`config.mk`:
```
export PLATFORM = sky130hd
export DESIGN_NAME = auth_req_rx
export DESIGN_NICKNAME = d
export VERILOG_FILES = /design/src/rtl/auth_req_rx.sv
export SDC_FILE = /design/constraint.sdc
export NUM_CORES = 1
export LEC_CHECK = 0
export CORE_UTILIZATION = 30
export DETAILED_ROUTE_END_ITERATION = 16
export GPL_TIMING_DRIVEN = 0
export PLACE_DENSITY = 0.58
export SLEW_MARGIN = 40
export SYNTH_ARGS = -nofsm -noshare
export SYNTH_HDL_FRONTEND = slang
export SYNTH_SLANG_ARGS = --single-unit
```
`constraint.sdc`:
```
create_clock -name clk -period 2.1 [get_ports clk]
set_clock_uncertainty 0.15 [all_clocks]
set_input_delay 0.315 -clock clk [delete_from_list [all_inputs] [get_ports clk]]
set_output_delay 0.315 -clock clk [all_outputs]
set_load 0.02 [all_outputs]
```
`src/rtl/auth_req_rx.sv`:
```
// Authentication request receiver: captures a message, validates it in one CHECK cycle,
// then presents a decoded request or an error code. Optional ack watchdog: AUTH_RX_TIMEOUT_EN.
`timescale 1ns/1ps
`ifndef MSG_LEN
`define MSG_LEN 64
`endif

module auth_req_rx #(
    parameter logic [15:0] TIMEOUT_CYCLES = 16'd1000
) (
    input  logic                clk,
    input  logic                reset,
    input  logic                msg_valid,
    input  logic [`MSG_LEN-1:0] msg_in,
    input  logic                msg_src,
    input  logic [7:0]          slot_mask,
    output logic                msg_ready,
    output logic                req_valid,
    output logic [7:0]          req_type,
    output logic [2:0]          req_slot,
    output logic [15:0]         req_offset,
    output logic [15:0]         req_length,
    output logic                req_src,
    input  logic                req_ack,
    output logic                err_valid,
    output logic [7:0]          err_code,
    input  logic                err_ack,
    output logic                busy
);
    localparam int ML = `MSG_LEN;

    typedef enum logic [1:0] {IDLE, CHECK, REQ_OUT, ERR_OUT} state_t;

    state_t      state_reg, state_next;
    logic        pend_reg;
    logic [7:0]  version_reg, type_reg, param1_reg;
    logic [15:0] offset_reg, length_reg;
    logic        src_reg;

    logic        req_valid_reg, err_valid_reg, req_src_reg;
    logic [7:0]  req_type_reg, err_code_reg;
    logic [2:0]  req_slot_reg;
    logic [15:0] req_offset_reg, req_length_reg;

    logic        accept;
    logic        check_fail;
    logic [7:0]  check_code;
    logic [16:0] end_sum;
    logic        slot_ok;
    logic        unused_param2;

    assign unused_param2 = ^msg_in[ML-25 -: 8];

    assign msg_ready = (state_reg == IDLE) && !pend_reg;
    assign accept    = msg_valid && msg_ready;
    // The capture cycle counts as busy: the message is already owned by the block.
    assign busy      = (state_reg != IDLE) || pend_reg;

`ifdef AUTH_RX_TIMEOUT_EN
    logic [15:0] wd_reg;
    logic        wd_expired;

    assign wd_expired = (wd_reg == TIMEOUT_CYCLES - 16'd1);

    always_ff @(posedge clk or negedge reset) begin
        if (!reset) begin
            wd_reg <= '0;
        end else if ((state_reg == REQ_OUT || state_reg == ERR_OUT) && state_next == state_reg) begin
            wd_reg <= wd_reg + 16'd1;
        end else begin
            wd_reg <= '0;
        end
    end
`endif

    always_ff @(posedge clk or negedge reset) begin
        if (!reset) begin
            pend_reg    <= 1'b0;
            version_reg <= '0;
            type_reg    <= '0;
            param1_reg  <= '0;
            offset_reg  <= '0;
            length_reg  <= '0;
            src_reg     <= 1'b0;
        end else begin
            pend_reg <= accept;
            if (accept) begin
                version_reg <= msg_in[ML-1  -: 8];
                type_reg    <= msg_in[ML-9  -: 8];
                param1_reg  <= msg_in[ML-17 -: 8];
                offset_reg  <= msg_in[ML-33 -: 16];
                length_reg  <= msg_in[ML-49 -: 16];
                src_reg     <= msg_src;
            end
        end
    end

    // Validation checks, highest priority first.
    always_comb begin
        check_fail = 1'b0;
        check_code = 8'h00;
        end_sum    = {1'b0, offset_reg} + {1'b0, length_reg};
        slot_ok    = (param1_reg < 8'd8) && slot_mask[param1_reg[2:0]];
        if (version_reg != 8'h01) begin
            check_fail = 1'b1;
            check_code = 8'h02;
        end else if (type_reg != 8'h81 && type_reg != 8'h82 && type_reg != 8'h83) begin
            check_fail = 1'b1;
            check_code = 8'h01;
        end else if (type_reg != 8'h81 && !slot_ok) begin
            check_fail = 1'b1;
            check_code = 8'h01;
        end else if (type_reg == 8'h82 && (length_reg == 16'h0000 || length_reg > 16'h0100)) begin
            check_fail = 1'b1;
            check_code = 8'h01;
        end else if (type_reg == 8'h82 && end_sum[16]) begin
            check_fail = 1'b1;
            check_code = 8'h01;
        end
    end

    always_comb begin
        state_next = state_reg;
        case (state_reg)
            IDLE:    if (pend_reg) state_next = CHECK;
            CHECK:   state_next = check_fail ? ERR_OUT : REQ_OUT;
            REQ_OUT: begin
                if (req_ack) state_next = IDLE;
`ifdef AUTH_RX_TIMEOUT_EN
                else if (wd_expired) state_next = IDLE;
`endif
            end
            ERR_OUT: begin
                if (err_ack) state_next = IDLE;
`ifdef AUTH_RX_TIMEOUT_EN
                else if (wd_expired) state_next = IDLE;
`endif
            end
            default: state_next = IDLE;
        endcase
    end

    always_ff @(posedge clk or negedge reset) begin
        if (!reset) begin
            state_reg <= IDLE;
        end else begin
            state_reg <= state_next;
        end
    end

    always_ff @(posedge clk or negedge reset) begin
        if (!reset) begin
            req_valid_reg  <= 1'b0;
            err_valid_reg  <= 1'b0;
            req_type_reg   <= '0;
            req_slot_reg   <= '0;
            req_offset_reg <= '0;
            req_length_reg <= '0;
            req_src_reg    <= 1'b0;
            err_code_reg   <= '0;
        end else begin
            req_valid_reg <= (state_next == REQ_OUT);
            err_valid_reg <= (state_next == ERR_OUT);
            if (state_reg == CHECK) begin
                if (check_fail) begin
                    err_code_reg <= check_code;
                end else begin
                    req_type_reg   <= type_reg;
                    req_slot_reg   <= (type_reg == 8'h81) ? 3'd0 : param1_reg[2:0];
                    req_offset_reg <= (type_reg == 8'h82) ? offset_reg : 16'h0000;
                    req_length_reg <= (type_reg == 8'h82) ? length_reg : 16'h0000;
                    req_src_reg    <= src_reg;
                end
            end else if (state_next == IDLE) begin
                req_type_reg   <= '0;
                req_slot_reg   <= '0;
                req_offset_reg <= '0;
                req_length_reg <= '0;
                req_src_reg    <= 1'b0;
                err_code_reg   <= '0;
            end
        end
    end

    assign req_valid  = req_valid_reg;
    assign req_type   = req_type_reg;
    assign req_slot   = req_slot_reg;
    assign req_offset = req_offset_reg;
    assign req_length = req_length_reg;
    assign req_src    = req_src_reg;
    assign err_valid  = err_valid_reg;
    assign err_code   = err_code_reg;

endmodule

```
==> impl_metrics.json <==
{
  "grt_pass1_wl_um": 18490,
  "die_h_um": 126.1,
  "hold_viol": 0,
  "grt_start_max_net_pins": 57,
  "synth_area_sq_um": 4622,
  "ys_seq_elements": 108,
  "cts_buffer_depth": 2,
  "initial_core_util_pct": 30.52,
  "cp.required_ns": 2.19,
  "cts_tree": "yes",
  "period_needed_ns": 2.396,
  "critPathKind": "reg2reg",
  "yosysSeqAreaShare_pct": 58.47,
  "grt_pass1_vias": 3481,
  "power_density_nw_per_um2": 1205,
  "r2r_cells": 9,
  "num_io_pins": 134,
  "antenna_cells": 0,
  "final_common_cell": "clkdlybuf4s50_1",
  "arrival_ns": 2.49,
  "antenna_found_initial": 0,
  "grtUsageTotal_pct": 15.35,
  "ys_warn_count": 0,
  "leakagePower_nw": 3.013,
  "intPower_w": 0.005530,
  "ys_types": 47,
  "maxSlewViolCount": 0,
  "syn_inst": 337,
  "period_share_pct": 114.1,
  "synth_top_flop_cell": "dfrtp_1",
  "grt.overflow.total": 0,
  "area_growth_pct": 50.62,
  "htreeDepth": 3,
  "insertion_delay_ns": 0.35,
  "rows": 45,
  "cts_sinks": 108,
  "rsz0062_at_grt": "true",
  "status": "finished, violations left",
  "layout_setup_ws_ns": -0.2958,
  "cp-start-kind": "flip-flop",
  "drv_cap": 0,
  "instances_no_fill": 695,
  "synth_edf_count": 0,
  "dieWidth_um": 126.1,
  "ant_nets": 0,
  "dp_worst_setup_slack_ns": -0.7566,
  "io_buffers": 119,
  "dp.cells": 650,
  "syn_avg_cell_area_sq_um": 13.71,
  "cts_root_buffer": "clkbuf_16",
  "fp.dieArea_sq_um": 15910,
  "clkTransAtPathRegs_ns": 0.08,
  "cts_buffers": 9,
  "gp_congestion": 0.7288,
  "r2r_slack_ns": -0.30,
  "wl_per_cell_um": 16.65,
  "seq_power_share_pct": 38.9,
  "dr.pass1.iters": 4,
  "initialDrtViolationCount": 107,
  "fill_cells": 1390,
  "cp-end-kind": "flip-flop",
  "hold_class": "in2async",
  "peakVddDrop_v": 0.0005334,
  "whs_ns": 0.3106,
  "hpwl_um": 7857,
  "async_flop_share_pct": 100.0,
  "layout_common_cells": "clkdlybuf4s50_1, dfrtp_1, mux2_2",
  "reg2reg_to": "req_length[7]",
  "drive_gt1_share_pct": 33.14,
  "nets": 595,
  "drc": 0,
  "clock.fmax_mhz": 417.4,
  "swShare_pct": 34.08,
  "combPwrFrac_pct": 41.5,
  "p_switching_w": 0.002859,
  "critPathMaxFanout": 8,
  "violations": "setup timing",
  "r2r-start": "length_reg[7]",
  "viasPerCell": 4.784,
  "routed_wl_um": 11570,
  "clock_power_share_pct": 19.5,
  "core_sq_um": 15150,
  "setup_viol": 49,
  "vias": 3325
}
## logic make-up after synthesis
group,synth area share [%]
flops,58.47
simple gates,8.311
mux,15.46
compound gates,9.258
buf+inv,4.169
fa+ha+maj,4.061
other cells,0.08113
xor+xnor,0.1895
## worst max-delay path, stage by stage, from the launching register on
cell	delay, ns
dfrtp_1	0.42
ha_4	0.26
a21oi_2	0.14
o21ai_1	0.09
o31ai_2	0.30
o2111a_2	0.31
o2bb2ai_4	0.09
buf_8	0.15
buf_4	0.15
a22o_1	0.22
## per-stage QoR
step                      instance area [sq um]  power [W]  TNS [ns]  util (%)
after detailed placement                   6125   0.005819    -34.42     40.44
after global placement                     6092   0.005695   -411.34     40.22
after global routing                       6962   0.008963    -15.97     45.96
final                                      6962   0.008389    -11.68     45.96
after CTS                                  6755   0.008179    -12.41     44.60
after floorplan                            4666   0.004935    -4.199         -
## worst max-delay path by stage
| stage | from | endpoint | cells past startpoint |
|---|---|---|---|
| after floorplan | param1_reg[0] | req_length[8] | 8 |
| after global placement | reset | version_reg[4] | 1 |
| after detailed placement | err_ack | req_offset[0] | 7 |
| after CTS | length_reg[5] | req_type[4] | 10 |
| after global routing | offset_reg[4] | req_length[7] | 9 |
| final | length_reg[7] | req_length[7] | 9 |
## power groups by stage
| stage | clock network [W] | logic (W) | registers, W |
|---|---|---|---|
| global placement | 0 | 0.00249 | 0.00320 |
| floorplan | 0 | 0.00185 | 0.00309 |
| CTS | 0.00171 | 0.00327 | 0.00321 |
| global route | 0.00179 | 0.00382 | 0.00335 |
| finish | 0.00164 | 0.00348 | 0.00326 |
| detailed placement | 0 | 0.00259 | 0.00323 |
## metal layers
metal | vias up | part of all wire [%] | GRT usage (%)
li1 | 1545 | - | -
met1 | 1666 | 44 | 19.67
met2 | 97 | 49 | 25.28
met3 | 17 | 4.9 | 3.398
met4 | 0 | 1.7 | 5.882
met5 | - | 0 | 0
## synth_stat cells, types with 2 or more instances
master,n,area (sq um)
o21ai_0,3,15.01
nor2_1,5,18.77
nand2_1,25,93.84
buf_12,2,40.04
nand3_1,2,10.01
mux2i_1,5,50.05
a22o_1,26,227.7
buf_2,8,40.04
nor3_1,2,10.01
nor4_1,7,43.79
ha_1,15,187.7
a21oi_1,6,30.03
mux2_2,57,641.9
and2_1,13,81.33
inv_1,5,18.77
buf_4,6,45.04
buf_6,3,33.78
a211oi_1,2,15.01
dfrtp_1,108,2703
nand3b_1,5,37.54
clkbuf_1,4,15.01
nand4_1,3,18.77
## layout make-up
| class | instances | area (sq um) | area share (%) |
|---|---|---|---|
| clock buffer | 9 | 225.2 | 3.235 |
| clock inverter | 7 | 57.56 | 0.8267 |
| timing repair buffer | 152 | 1546 | 22.21 |
| buffer | 20 | 216.5 | 3.109 |
| tap | 188 | 235.2 | 3.379 |
| inverter | 5 | 18.77 | 0.2696 |
| sequential | 108 | 2706 | 38.87 |
| multi-input combinational | 206 | 1956 | 28.09 |
## what timing repair did
item                                    CTS  global route
pin swaps                                43            15
hold endpoints to repair                 52             0
resized for setup                        46            15
setup buffers                            15            12
endpoints found under the setup margin  106            63
cloned                                    3             1
hold buffers                              1             0
(Power assumes the default switching activity.)
